--- src/rtl/sfx_sequencer_if.sv ---
// sfx_sequencer_if -- game/APU side bundle of the sound-effect sequencer.
//   frame_end      one-cycle pulse per video frame
//   event_req[3:0] one-cycle request strobes, bit i = event id i
//   snare_trigger  registered level to the APU, changes only after frame_end
//   busy           a pattern is playing
//   queue_level    number of queued event ids
//   queue_full     queue_level == FIFO_DEPTH
//   event_dropped  one-cycle pulse, a request was discarded
// master = request source (game logic / bench), slave = sequencer.
interface sfx_sequencer_if #(
  parameter int unsigned FIFO_DEPTH = 4
);
  localparam int LW = $clog2(FIFO_DEPTH) + 1;

  logic          frame_end;
  logic [3:0]    event_req;
  logic          snare_trigger;
  logic          busy;
  logic [LW-1:0] queue_level;
  logic          queue_full;
  logic          event_dropped;

  modport master (
    output frame_end, event_req,
    input  snare_trigger, busy, queue_level, queue_full, event_dropped
  );

  modport slave (
    input  frame_end, event_req,
    output snare_trigger, busy, queue_level, queue_full, event_dropped
  );
endinterface

--- src/rtl/sfx_sequencer.sv ---
// sfx_sequencer -- turns one-cycle sound-event strobes into frame-aligned
// 8-step rhythm patterns on the APU snare trigger.
//
// Ports:
//   clk    pixel clock
//   reset  synchronous, active-high
//   bus    sfx_sequencer_if.slave (frame_end, event_req in;
//          snare_trigger, busy, queue_level, queue_full, event_dropped out)
//
// Requests are arbitrated (highest id wins, losers flagged as dropped) and
// queued in a FIFO_DEPTH-entry FIFO of 2-bit ids. On a frame_end the head is
// popped and its pattern plays, one step every STEP_FRAMES frames; the
// trigger is high only for the first frame of each set step.
//
// Optional build macro SFX_PREEMPT_EN: while playing, a request with an id
// above the playing id skips the FIFO and restarts playback with its pattern
// at the next frame_end. Without the macro no preemption logic exists.
module sfx_sequencer #(
  parameter int unsigned STEP_FRAMES = 8,
  parameter int unsigned FIFO_DEPTH  = 4,
  parameter logic [7:0]  PATTERN0    = 8'b0000_0001,
  parameter logic [7:0]  PATTERN1    = 8'b0000_0101,
  parameter logic [7:0]  PATTERN2    = 8'b0101_0101,
  parameter logic [7:0]  PATTERN3    = 8'b1111_1111
) (
  input  logic           clk,
  input  logic           reset,
  sfx_sequencer_if.slave bus
);
  localparam int AW = $clog2(FIFO_DEPTH);
  localparam int LW = AW + 1;
  localparam logic [7:0]    FDIV_LAST = 8'(STEP_FRAMES - 1);
  localparam logic [LW-1:0] LVL_FULL  = LW'(FIFO_DEPTH);

  typedef enum logic {IDLE, PLAY} state_t;

  function automatic logic [7:0] pat_of(input logic [1:0] id);
    case (id)
      2'd0:    pat_of = PATTERN0;
      2'd1:    pat_of = PATTERN1;
      2'd2:    pat_of = PATTERN2;
      default: pat_of = PATTERN3;
    endcase
  endfunction

  state_t     state, state_nxt;
  logic [2:0] step, step_nxt;
  logic [7:0] fdiv, fdiv_nxt;
  logic [7:0] cur_pat, cur_pat_nxt;
  logic       trig, trig_nxt;
  logic       dropped, dropped_nxt;

  // FIFO of event ids
  logic [FIFO_DEPTH-1:0][1:0] fifo_mem;
  logic [AW-1:0]              wr_ptr, rd_ptr;
  logic [LW-1:0]              level;
  logic [1:0]                 head_id;
  logic                       push, pop;

  assign head_id = fifo_mem[rd_ptr];

  // Request arbitration: highest set bit wins, any other set bit is lost.
  logic       req_vld, req_lost;
  logic [1:0] req_id;

  always_comb begin
    req_vld  = |bus.event_req;
    req_lost = |(bus.event_req & (bus.event_req - 4'd1));
    req_id   = 2'd0;
    for (int i = 0; i < 4; i++)
      if (bus.event_req[i]) req_id = 2'(i);
  end

  logic       bypass;   // request goes to the preempt slot, not the FIFO
  logic       preempt;  // restart with the pending id on this frame_end

`ifdef SFX_PREEMPT_EN
  logic [1:0] cur_id;
  logic       pend_vld, pend_live;
  logic [1:0] pend_id;

  assign bypass  = req_vld && (state == PLAY) && (req_id > cur_id);
  assign preempt = bus.frame_end && (state == PLAY) && pend_vld;
  // A pending id survives this cycle unless it is consumed right now.
  assign pend_live = pend_vld && !preempt;

  always_ff @(posedge clk) begin
    if (reset) begin
      pend_vld <= 1'b0;
      pend_id  <= 2'd0;
    end else if (bypass && (!pend_live || req_id > pend_id)) begin
      pend_vld <= 1'b1;
      pend_id  <= req_id;
    end else begin
      pend_vld <= pend_live;
    end
  end
`else
  assign bypass  = 1'b0;
  assign preempt = 1'b0;
`endif

  // Next-state / datapath. All movement happens on frame_end only, so the
  // trigger, step and fdiv are static between frames.
  logic       load;
  logic [1:0] load_id;
  logic [2:0] step_inc;

  assign step_inc = step + 3'd1;

  always_comb begin
    state_nxt   = state;
    step_nxt    = step;
    fdiv_nxt    = fdiv;
    cur_pat_nxt = cur_pat;
    trig_nxt    = trig;
    pop         = 1'b0;
    load        = 1'b0;
    load_id     = head_id;
    if (bus.frame_end) begin
      case (state)
        IDLE: begin
          if (level != '0) begin
            pop  = 1'b1;
            load = 1'b1;
          end
        end
        PLAY: begin
          if (preempt) begin
`ifdef SFX_PREEMPT_EN
            load_id = pend_id;
`endif
            load = 1'b1;
          end else if (fdiv == FDIV_LAST) begin
            fdiv_nxt = 8'd0;
            if (step == 3'd7) begin
              // Pattern done: chain the next queued id with no gap frame.
              if (level != '0) begin
                pop  = 1'b1;
                load = 1'b1;
              end else begin
                state_nxt = IDLE;
                trig_nxt  = 1'b0;
              end
            end else begin
              step_nxt = step_inc;
              trig_nxt = cur_pat[step_inc];
            end
          end else begin
            fdiv_nxt = fdiv + 8'd1;
            trig_nxt = 1'b0;
          end
        end
        default: state_nxt = IDLE;
      endcase
      if (load) begin
        state_nxt   = PLAY;
        step_nxt    = 3'd0;
        fdiv_nxt    = 8'd0;
        cur_pat_nxt = pat_of(load_id);
        trig_nxt    = cur_pat_nxt[0];
      end
    end
  end

  // A full FIFO still accepts when it pops in the same cycle.
  always_comb begin
    push        = req_vld && !bypass && ((level != LVL_FULL) || pop);
    dropped_nxt = req_lost || (req_vld && !bypass && !push);
  end

  always_ff @(posedge clk) begin
    if (reset) begin
      state   <= IDLE;
      step    <= 3'd0;
      fdiv    <= 8'd0;
      cur_pat <= 8'd0;
      trig    <= 1'b0;
      dropped <= 1'b0;
    end else begin
      state   <= state_nxt;
      step    <= step_nxt;
      fdiv    <= fdiv_nxt;
      cur_pat <= cur_pat_nxt;
      trig    <= trig_nxt;
      dropped <= dropped_nxt;
    end
  end

`ifdef SFX_PREEMPT_EN
  always_ff @(posedge clk) begin
    if (reset)     cur_id <= 2'd0;
    else if (load) cur_id <= load_id;
  end
`endif

  // FIFO storage needs no reset; only the pointers and level define content.
  always_ff @(posedge clk) begin
    if (push) fifo_mem[wr_ptr] <= req_id;
  end

  always_ff @(posedge clk) begin
    if (reset) begin
      wr_ptr <= '0;
      rd_ptr <= '0;
      level  <= '0;
    end else begin
      if (push) wr_ptr <= wr_ptr + AW'(1);
      if (pop)  rd_ptr <= rd_ptr + AW'(1);
      case ({push, pop})
        2'b10:   level <= level + LW'(1);
        2'b01:   level <= level - LW'(1);
        default: level <= level;
      endcase
    end
  end

  assign bus.snare_trigger = trig;
  assign bus.busy          = (state == PLAY);
  assign bus.queue_level   = level;
  assign bus.queue_full    = (level == LVL_FULL);
  assign bus.event_dropped = dropped;

endmodule

--- src/flat_wrapper.sv ---
// flat-port wrapper written by rule: the top's interface ports become plain ports
module sfx_sequencer_flat 
#(
  parameter int unsigned STEP_FRAMES = 8,
  parameter int unsigned FIFO_DEPTH  = 4,
  parameter logic [7:0]  PATTERN0    = 8'b0000_0001,
  parameter logic [7:0]  PATTERN1    = 8'b0000_0101,
  parameter logic [7:0]  PATTERN2    = 8'b0101_0101,
  parameter logic [7:0]  PATTERN3    = 8'b1111_1111
)
  (clk, reset, bus_frame_end, bus_event_req, bus_snare_trigger, bus_busy, bus_queue_level, bus_queue_full, bus_event_dropped);
  sfx_sequencer_if #(.FIFO_DEPTH(FIFO_DEPTH)) bus_i ();
  input  logic clk;
  input  logic reset;
  input wire logic [$bits(bus_i.frame_end)-1:0] bus_frame_end;
  input wire logic [$bits(bus_i.event_req)-1:0] bus_event_req;
  output wire logic [$bits(bus_i.snare_trigger)-1:0] bus_snare_trigger;
  output wire logic [$bits(bus_i.busy)-1:0] bus_busy;
  output wire logic [$bits(bus_i.queue_level)-1:0] bus_queue_level;
  output wire logic [$bits(bus_i.queue_full)-1:0] bus_queue_full;
  output wire logic [$bits(bus_i.event_dropped)-1:0] bus_event_dropped;
  assign bus_i.frame_end = bus_frame_end;
  assign bus_i.event_req = bus_event_req;
  assign bus_snare_trigger = bus_i.snare_trigger;
  assign bus_busy = bus_i.busy;
  assign bus_queue_level = bus_i.queue_level;
  assign bus_queue_full = bus_i.queue_full;
  assign bus_event_dropped = bus_i.event_dropped;
  sfx_sequencer #(.STEP_FRAMES(STEP_FRAMES), .FIFO_DEPTH(FIFO_DEPTH), .PATTERN0(PATTERN0), .PATTERN1(PATTERN1), .PATTERN2(PATTERN2), .PATTERN3(PATTERN3)) u_core (.clk(clk), .reset(reset), .bus(bus_i));
endmodule
--- config.mk ---
export PLATFORM = sky130hd
export DESIGN_NAME = sfx_sequencer_flat
export DESIGN_NICKNAME = d
export VERILOG_FILES = /design/src/rtl/sfx_sequencer_if.sv /design/src/rtl/sfx_sequencer.sv /design/src/flat_wrapper.sv
export SDC_FILE = /design/constraint.sdc
export NUM_CORES = 1
export LEC_CHECK = 0
export ABC_AREA = 1
export CAP_MARGIN = 20
export CORE_UTILIZATION = 55
export DETAILED_ROUTE_END_ITERATION = 7
export HOLD_SLACK_MARGIN = 0.02
export PLACE_DENSITY = 0.76
export SYNTH_ARGS = -nofsm -noshare
export SYNTH_HDL_FRONTEND = slang
export SYNTH_SLANG_ARGS = --single-unit
--- constraint.sdc ---
create_clock -name clk -period 3.95 [get_ports clk]
set_clock_uncertainty 0.05 [all_clocks]
set_input_delay 0.79 -clock clk [delete_from_list [all_inputs] [get_ports clk]]
set_output_delay 0.79 -clock clk [all_outputs]
set_load 0.01 [all_outputs]
==> metrics.csv, run 1 <==
metric;value;unit
status;finished, final reports clean;
postcts setup bufs;0;
r2r startpoint;u_core.step[0];
CTS tree;built;
RSZ-0062 raised after global routing;no;
CP Max Fanout;9;
GPL Wtd Cong;0.828;
worst-margin pin slew;0.424;ns
Vias/cell;4.78;
final cell count without fillers;281;
initial antenna violation count;0;
Diodes inserted;0;
vias;1342;
crit path max-delay cell type;clkdlybuf4s50_1;
hpwl dp;2.25;mm
Hold Crit Start;u_core.cur_pat[0];
Syn-to-layout area delta;13.1;%
Power Density;567;nW/um2
DRC Markers;0;
fin nets;252;
initial core utilization;0.585;
sink count of the clock tree;33;
Req. time, crit path;4.12;ns
placed cell count;273;
first-pass GRT wire length;4.96;mm
Tcrit/Tclk final;0.696;
path type of the worst min-delay path;flip-flop to flip-flop;
Total Neg Setup Slack;0;ns
die outline area;3500;um2
number of global-route vias before repair;1160;
drt pass-1 iters;4;
gate count of the mapped netlist;218;
worst vdd ir;358;uV
Max-Cap Viols;0;
clk buf depth;2;
synth unique cells;30;
Peak Freq;0.364;GHz
Syn Area/Cell;8.25;um2
routed wire length;2.95;mm
ratio of cells with drive above 1 in the final layout;0.173;
drt wl/cell;10.5;um
mapped cell area;1800;um2
Worst-Skew Late Latency;0.33;ns
gr ovfl total;0;
core box area;3080;um2
critical path class;input port to flip-flop;
most frequent cells in the layout;43 x nand2_1, 26 x inv_1, 25 x nor2_1, 25 x dfxtp_1, 19 x a21oi_1;
Die Height;59.2;um
Final Setup Violations;0;
filler cell count;304;
Root Driver;clkbuf_4;
pin count of the biggest net entering global routing;13;
Worst Setup End Kind;flip-flop;
Lkg Pwr;0.823;nW
Reg clk slew, reported paths;0.10;ns
Hold-fix buffers, CTS;0;
commonest non-fill, non-tap cell in the layout;nand2_1;
# resized after CTS;0;
startpoint types;input port;
largest stage delay on the critical path;0.53;ns
row cnt;20;
cell breakdown of the critical path;clkdlybuf4s50_1, inv_1, nor2_2, nand2_8, clkinv_4, ha_1, inv_1, fa_1, a21oi_1, o21ai_0, o21ai_0, a21oi_1;
Arrival @ worst endpoint;2.91;ns
Mapped Nets;234;
Slew HR;0.717;
TritonCTS Buffers;5;
delay-heaviest family, CP;buffers and inverters;
Util after Layout;0.661;
total track usage;0.192;
Worst Path Buf+Inv;4;
Pins Over Slew Limit;0;
Die Wd;59.2;um
Ports;14;
starting DRC count in detailed routing;64;
final hold viol count;0;
register area share after synthesis;0.412;
#FFs+latches synth;33;
Post-DRT Antenna Nets;0;
post-layout min period;2.75;ns
IO buf count;13;
Critical Path Start;bus_frame_end;
synth warn;0;
htree depth;2;
## area by class of cell
type,instances,area (um2),share of cell area
clock buffer,8,58.8,0.0289
inverter,30,120,0.0590
sequential,33,741,0.364
multi-input combinational,153,930,0.457
timing repair buffer,13,130,0.0640
tap,44,55.1,0.0271
## metrics by stage
step                      cell area (um2)  setup WS (ns)  hold WS, ns  total power, mW
after floorplan                      1800           1.59        0.386            0.850
after global placement               1980          0.944        0.401            0.956
after detailed placement             1980          0.888        0.408            0.967
after CTS                            2030           1.25        0.425             1.17
after global routing                 2030           1.07        0.445             1.24
final                                2030           1.20        0.423             1.15
## Yosys cell counts
cell type	instances	share of area
a21oi_1	19	0.053
a21oi_2	2	0.0097
a21oi_4	1	0.0090
buf_2	1	0.0028
clkbuf_1	1	0.0021
clkinv_4	1	0.0049
dfxtp_1	25	0.28
edfxtp_1	8	0.13
fa_1	1	0.011
ha_1	8	0.056
inv_1	26	0.054
inv_2	2	0.0042
inv_4	1	0.0035
maj3_1	1	0.0056
nand2_1	43	0.090
nand2_2	4	0.014
nand2_4	4	0.025
nand2_8	2	0.022
nand3_1	14	0.039
nand3_2	2	0.011
nor2_1	25	0.052
nor2_2	8	0.028
nor2_4	2	0.013
nor3_2	1	0.0056
nor3_4	2	0.018
nor3b_2	1	0.0070
o21ai_0	6	0.017
o21ai_1	1	0.0028
o21ai_2	2	0.0097
xor2_1	4	0.019
## sequential cells by signal (all words and copies together), names as in the netlist
signal	count
u_core.wr_ptr	2
u_core.cur_pat	4
u_core.rd_ptr	2
u_core.bus.snare_trigger	1
u_core.bus.busy	1
u_core.bus.event_dropped	1
u_core.bus.queue_level	3
u_core.fdiv	8
u_core.fifo_mem	8
u_core.step	3
## metal layers
metal  global-route usage  wire length (um)  vias to the layer above
met5                    0                 0                        -
met4               0.0918                52                        0
met3               0.0524                84                        7
met2                0.276              1220                       13
met1                0.266              1590                      583
li1                     -                 -                      739
## power breakdown
part / leakage (nW) / internal, mW / switching (mW)
clock: 0.0326 / 0.0878 / 0.110
combinational: 0.514 / 0.189 / 0.290
sequential: 0.276 / 0.416 / 0.0602
total: 0.823 / 0.693 / 0.460
## worst register-to-register path, stage by stage, from the launching register on
cell	delay [ns]
dfxtp_1	0.36
ha_1	0.21
ha_1	0.24
nand2_2	0.10
nand2_4	0.08
nand2_8	0.12
nand2_8	0.08
nand2_4	0.10
ha_1	0.15
inv_1	0.07
fa_1	0.37
a21oi_1	0.14
o21ai_0	0.12
o21ai_0	0.17
a21oi_1	0.05
## final timing paths
check	to	cells past startpoint	slack [ns]
max	u_core.bus.queue_level[2]	12	1.20
min	u_core.cur_pat[0]	2	0.42
max reg2reg	u_core.bus.queue_level[2]	14	1.42
min reg2reg	u_core.cur_pat[0]	2	0.42
## kinds of logic (layout without fill, tap and decap cells)
logic type | Yosys count | count (layout) | synth area share
compound gates | 31 | 31 | 0.101
xor+xnor | 4 | 4 | 0.0195
fa+ha+maj | 10 | 10 | 0.0723
buf+inv | 32 | 51 | 0.0716
flops | 33 | 33 | 0.412
simple gates | 108 | 108 | 0.324
Note: power is estimated with default switching activity, not from simulation.
==> inputs of run 2 (changes only) <==
Settings changed: CORE_UTILIZATION 55 to 52, PLACE_DENSITY 0.76 to 0.75.
Clock period 3.95 ns to 2.3 ns, I/O delays scaled along.
==> metrics.csv, run 2 (synthesis gave the netlist of run 1 again) <==
metric;value;unit;change
gr ovfl total;0;;unchanged
worst vdd ir;576;uV;was 358 uV
die outline area;3700;um2;was 3500 um2
Tcrit/Tclk final;0.944;;
commonest non-fill, non-tap cell in the layout;nand2_1;;unchanged
Hold Crit Start;u_core.cur_pat[0];;unchanged
clock power share;0.198;;was 0.172
sink count of the clock tree;33;;unchanged
Power Density;983;nW/um2;was 567 nW/um2
post-layout min period;2.17;ns;
Pins Over Slew Limit;0;;unchanged
Reg clk slew, reported paths;0.11;ns;was 0.10 ns
startpoint types;flip-flop;;was input port
initial antenna violation count;0;;unchanged
Syn-to-layout area delta;22.4;%;was 13.1%
ratio of cells with drive above 1 in the final layout;0.256;;was 0.173
Final Setup Violations;0;;unchanged
top flop regs;u_core.fdiv (8), u_core.fifo_mem (8), u_core.cur_pat (4);;unchanged
DRC Markers;0;;unchanged
row cnt;20;;unchanged
worst-margin pin slew;0.426;ns;was 0.424 ns
Peak Freq;0.460;GHz;
Sw Ratio;0.383;;was 0.399
r2r startpoint;u_core.step[0];;unchanged
Worst-Skew Late Latency;0.34;ns;was 0.33 ns
clk buf depth;2;;unchanged
Root Driver;clkbuf_4;;unchanged
Die Height;60.8;um;was 59.2 um
Slew HR;0.715;;was 0.717
Req. time, crit path;2.49;ns;was 4.12 ns
starting DRC count in detailed routing;103;;was 64
Worst Setup End Kind;flip-flop;;unchanged
critical path class;flip-flop to flip-flop;;was input port to flip-flop
Ports;14;;unchanged
PnR worst setup slack;0.128;ns;was 1.20 ns
htree depth;2;;unchanged
Gate power share;0.420;;was 0.415
Tot Pwr;2.16;mW;was 1.15 mW
Util after Layout;0.693;;was 0.661
final hold viol count;0;;unchanged
placed cell count;287;;was 273
Post-DRT Antenna Nets;0;;unchanged
pin count of the biggest net entering global routing;13;;unchanged
most frequent cells in the layout;43 x nand2_1, 25 x nor2_1, 25 x inv_1;;was 43 x nand2_1, 26 x inv_1, 25 x nor2_1, 25 x dfxtp_1, 19 x a21oi_1
Diodes inserted;0;;unchanged
fin nets;269;;was 252
Critical Path Start;u_core.step[0];;was bus_frame_end
Arrival @ worst endpoint;2.36;ns;was 2.91 ns
Sw Pwr;0.829;mW;was 0.460 mW
path type of the worst min-delay path;flip-flop to flip-flop;;unchanged
routed wire length;3.29;mm;was 2.95 mm
IO buf count;13;;unchanged
drt pass-1 iters;4;;unchanged
drt wl/cell;11.0;um;was 10.5 um
vias;1439;;was 1342
core box area;3180;um2;was 3080 um2
Lkg Pwr;0.911;nW;was 0.823 nW
Vias/cell;4.83;;was 4.78
hpwl dp;2.34;mm;was 2.25 mm
final cell count without fillers;298;;was 281
GPL Wtd Cong;0.769;;was 0.828
status;finished, final reports clean;;unchanged
CTS tree;built;;unchanged
dpl ws;-0.291;ns;was 0.888 ns
Internal Power;1.33;mW;was 0.693 mW
Die Wd;60.8;um;was 59.2 um
CP Max Fanout;4;;was 9
total track usage;0.216;;was 0.192
TritonCTS Buffers;5;;unchanged
Max-Cap Viols;0;;unchanged
Flop pwr share;0.382;;was 0.413
number of global-route vias before repair;1277;;was 1160
initial core utilization;0.566;;was 0.585
first-pass GRT wire length;5.64;mm;was 4.96 mm
Hold-fix buffers, CTS;0;;unchanged
[run 2: cell types whose count changed in the layout (fill, tap and decap cells not counted), moves of 2 or more]
cell | previous run | this run
buf_4 | 0 | 17
dfxtp_1 | 25 | 22
dfxtp_2 | 0 | 2
ha_1 | 8 | 6
o21ai_0 | 6 | 4
o21ai_1 | 1 | 3
[run 2: final timing paths]
check | to | depth (start not counted) | slack [ns]
max reg2reg | u_core.bus.queue_level[2] | 14 | 0.13
min reg2reg | u_core.cur_pat[0] | 2 | 0.42
min | u_core.cur_pat[0] | 2 | 0.42
max | u_core.bus.queue_level[2] | 14 | 0.13
[run 2: critical path: stages, from the launching register on]
cell     delay, ns
dfxtp_2       0.33
ha_1          0.19
ha_2          0.20
nand2_2       0.08
nand2_4       0.08
nand2_8       0.10
nand2_8       0.05
nand2_4       0.05
ha_1          0.15
inv_2         0.05
fa_2          0.33
a21oi_1       0.13
o21ai_1       0.09
o21ai_1       0.12
a21oi_1       0.05
[run 2: power groups by stage]
| stage | clock, mW | combinational [mW] | sequential [mW] |
|---|---|---|---|
| finish | 0.428 | 0.909 | 0.827 |
| detailed placement | 0 | 0.878 | 0.830 |
| global placement | 0 | 0.865 | 0.827 |
| floorplan | 0 | 0.636 | 0.826 |
| global route | 0.463 | 1.03 | 0.847 |
| CTS | 0.440 | 0.887 | 0.819 |
[run 2: layout make-up]
class	instances	area, um2
timing repair buffer	30	258
multi-input combinational	153	947
clock inverter	2	33.8
inverter	30	120
fill	263	976
clock buffer	6	41.3
sequential	33	747
tap	44	55.1
[run 2: repair_timing]
item / in CTS / in global routing
hold endpoints to repair: 0 / 0
pin swaps: 0 / 1
buffers inserted: 0 / 3
gates resized for setup: 3 / 7
setup endpoints to repair: 1 / 3
[run 2: through the flow]
step	hold slack, ns	setup TNS [ns]	cell area [um2]
global placement	0.396	-0.354	2080
floorplan	0.386	0	1800
finish	0.419	0	2200
global route	0.447	-0.0193	2200
CTS	0.422	0	2160
detailed placement	0.407	-0.456	2080
[run 2: per-layer routing]
layer | GRT usage | wire length (um) | part of all wire
met2 | 0.320 | 1440 | 0.44
met4 | 0.117 | 71 | 0.022
met3 | 0.0512 | 92 | 0.028
met5 | 0 | 0 | 0
met1 | 0.292 | 1680 | 0.51
==> inputs of run 3 (changes only) <==
Settings changed: PLACE_DENSITY 0.75 to 0.76.
==> metrics.csv, run 3 (synthesis gave the netlist of run 1 again) <==
metric;value;unit;change
delay-heaviest family, CP;adder cells;;unchanged
TritonCTS Buffers;5;;unchanged
Hold EP;u_core.cur_pat[5];;was u_core.cur_pat[0]
R2R setup slack;0.12;ns;was 0.13 ns
worst vdd ir;662;uV;was 576 uV
Die Height;60.8;um;unchanged
Max-Cap Viols;0;;unchanged
startpoint types;flip-flop;;unchanged
drt pass-1 iters;5;;was 4
fin nets;269;;unchanged
PnR worst setup slack;0.116;ns;was 0.128 ns
commonest non-fill, non-tap cell in the layout;nand2_1;;unchanged
area of the multi-input gates;942;um2;was 947 um2
Tcrit/Tclk final;0.949;;was 0.944
Sw Pwr;0.808;mW;was 0.829 mW
Pins Over Slew Limit;0;;unchanged
hold slack;0.423;ns;was 0.419 ns
Diodes inserted;0;;unchanged
first-pass GRT wire length;5.30;mm;was 5.64 mm
Post-DRT Antenna Nets;0;;unchanged
worst r2r dst;u_core.bus.queue_level[2];;unchanged
Req. time, crit path;2.48;ns;was 2.49 ns
GPL Wtd Cong;0.791;;was 0.769
CP Max Fanout;4;;unchanged
r2r startpoint;u_core.step[0];;unchanged
ratio of cells with drive above 1 in the final layout;0.252;;was 0.256
Die Wd;60.8;um;unchanged
pin count of the biggest net entering global routing;13;;unchanged
CTS tree;built;;unchanged
path type of the worst min-delay path;flip-flop to flip-flop;;unchanged
htree depth;2;;unchanged
Syn-to-layout area delta;22.0;%;was 22.4%
Util after Layout;0.691;;was 0.693
DRC Markers;0;;unchanged
most frequent cells in the layout;43 x nand2_1, 26 x inv_1, 25 x nor2_1;;was 43 x nand2_1, 25 x nor2_1, 25 x inv_1
RSZ-0062 raised after global routing;yes;;
Reg clk slew, reported paths;0.10;ns;was 0.11 ns
clk buf depth;2;;unchanged
filler cell count;269;;was 263
placement-stage cell area;2080;um2;unchanged
Final Setup Violations;0;;unchanged
final hold viol count;0;;unchanged
initial antenna violation count;0;;unchanged
post-layout min period;2.18;ns;was 2.17 ns
top flop regs;u_core.fdiv (8), u_core.fifo_mem (8), u_core.cur_pat (4);;unchanged
Final Instance Area;2190;um2;was 2200 um2
hpwl dp;2.33;mm;was 2.34 mm
core box area;3180;um2;unchanged
status;finished, final reports clean;;unchanged
Tot Pwr;2.14;mW;was 2.16 mW
Power Density;975;nW/um2;was 983 nW/um2
dpl ws;-0.383;ns;was -0.291 ns
Worst Path Buf+Inv;1;;unchanged
die outline area;3700;um2;unchanged
Worst-Skew Late Latency;0.34;ns;about the same
clock power share;0.194;;was 0.198
largest stage delay on the critical path;0.33;ns;about the same
Lkg Pwr;0.912;nW;was 0.911 nW
Arrival @ worst endpoint;2.36;ns;about the same
IO buf count;13;;unchanged
Hold Path Stages;2;;unchanged
Slew HR;0.716;;was 0.715
row cnt;20;;unchanged
Worst Setup End Kind;flip-flop;;unchanged
Flop pwr share;0.383;;was 0.382
routed wire length;3.09;mm;was 3.29 mm
vias;1415;;was 1439
Reg area;744;um2;was 747 um2
Vias/cell;4.75;;was 4.83
Internal Power;1.33;mW;about the same
Peak Freq;0.458;GHz;was 0.460 GHz
cell breakdown of the critical path;ha_1, ha_2, nand2_2, nand2_4, nand2_8, nand2_8, nand2_4, ha_1, inv_1, fa_2, a21oi_1, o21ai_1, o21ai_1, a21oi_1;;was ha_1, ha_2, nand2_2, nand2_4, nand2_8, nand2_8, nand2_4, ha_1, inv_2, fa_2, a21oi_1, o21ai_1, o21ai_1, a21oi_1
Hold Crit Start;u_core.cur_pat[5];;was u_core.cur_pat[0]
crit path max-delay cell type;dfxtp_2;;unchanged
worst-margin pin slew;0.426;ns;about the same
Root Driver;clkbuf_4;;unchanged
sink count of the clock tree;33;;unchanged
starting DRC count in detailed routing;112;;was 103
R2R depth;14;;unchanged
critical path class;flip-flop to flip-flop;;unchanged
Sw Ratio;0.378;;was 0.383
total track usage;0.200;;was 0.216
initial core utilization;0.566;;unchanged
drt wl/cell;10.4;um;was 11.0 um
Gate power share;0.423;;was 0.420
Ports;14;;unchanged
number of global-route vias before repair;1209;;was 1277
gr ovfl total;0;;unchanged
-- run 3: per-stage QoR --
stage                     TNS, ns  instances
after floorplan                 0        218
after detailed placement   -0.701        287
after global placement     -0.571        287
final                           0        298
after CTS                       0        295
after global routing      -0.0154        298
-- run 3: repair_timing --
item,in CTS,in global routing
setup buffers,0,3
gates resized for setup,0,8
endpoints found under the setup margin,0,3
hold buffers,0,0
-- run 3: worst min-delay path, cell delays in order, from the launching register on --
cell	delay (ns)
dfxtp_1	0.32
nand2_1	0.06
a21oi_1	0.05
-- run 3: routing by layer --
metal  vias up  GRT usage  wire length, um
met5         -          0                0
met4         0     0.0584               38
met3         6     0.0768              113
met2        16      0.301             1330
met1       624      0.269             1610
li1        769          -                -
-- run 3: worst max path at each step --
stage	start	end	slack (ns)	cells after the start
global placement	bus_frame_end	u_core.bus.queue_level[2]	-0.33	12
global route	u_core.step[0]	u_core.bus.queue_level[2]	-0.02	14
finish	u_core.step[0]	u_core.bus.queue_level[2]	0.12	14
floorplan	u_core.step[0]	u_core.bus.queue_level[2]	0.02	14
detailed placement	bus_frame_end	u_core.bus.queue_level[2]	-0.38	12
CTS	bus_frame_end	u_core.bus.queue_level[2]	0.006	12
-- run 3: area by class of cell --
cell class                      instances  share of cell area
Clock buffer                            6              0.0188
Tap cell                               44              0.0251
Inverter                               30              0.0547
Multi-Input combinational cell        153               0.429
Timing Repair Buffer                   30               0.117
Sequential cell                        33               0.339
Clock inverter                          2              0.0154
-- run 3: power groups by stage --
stage / clock, mW / sequential, mW / combinational, mW
3_5_place_dp: 0 / 0.828 / 0.887
3_3_place_gp: 0 / 0.826 / 0.870
6_report: 0.416 / 0.819 / 0.906
4_1_cts: 0.434 / 0.816 / 0.890
5_1_grt: 0.464 / 0.838 / 1.02
2_1_floorplan: 0 / 0.826 / 0.636
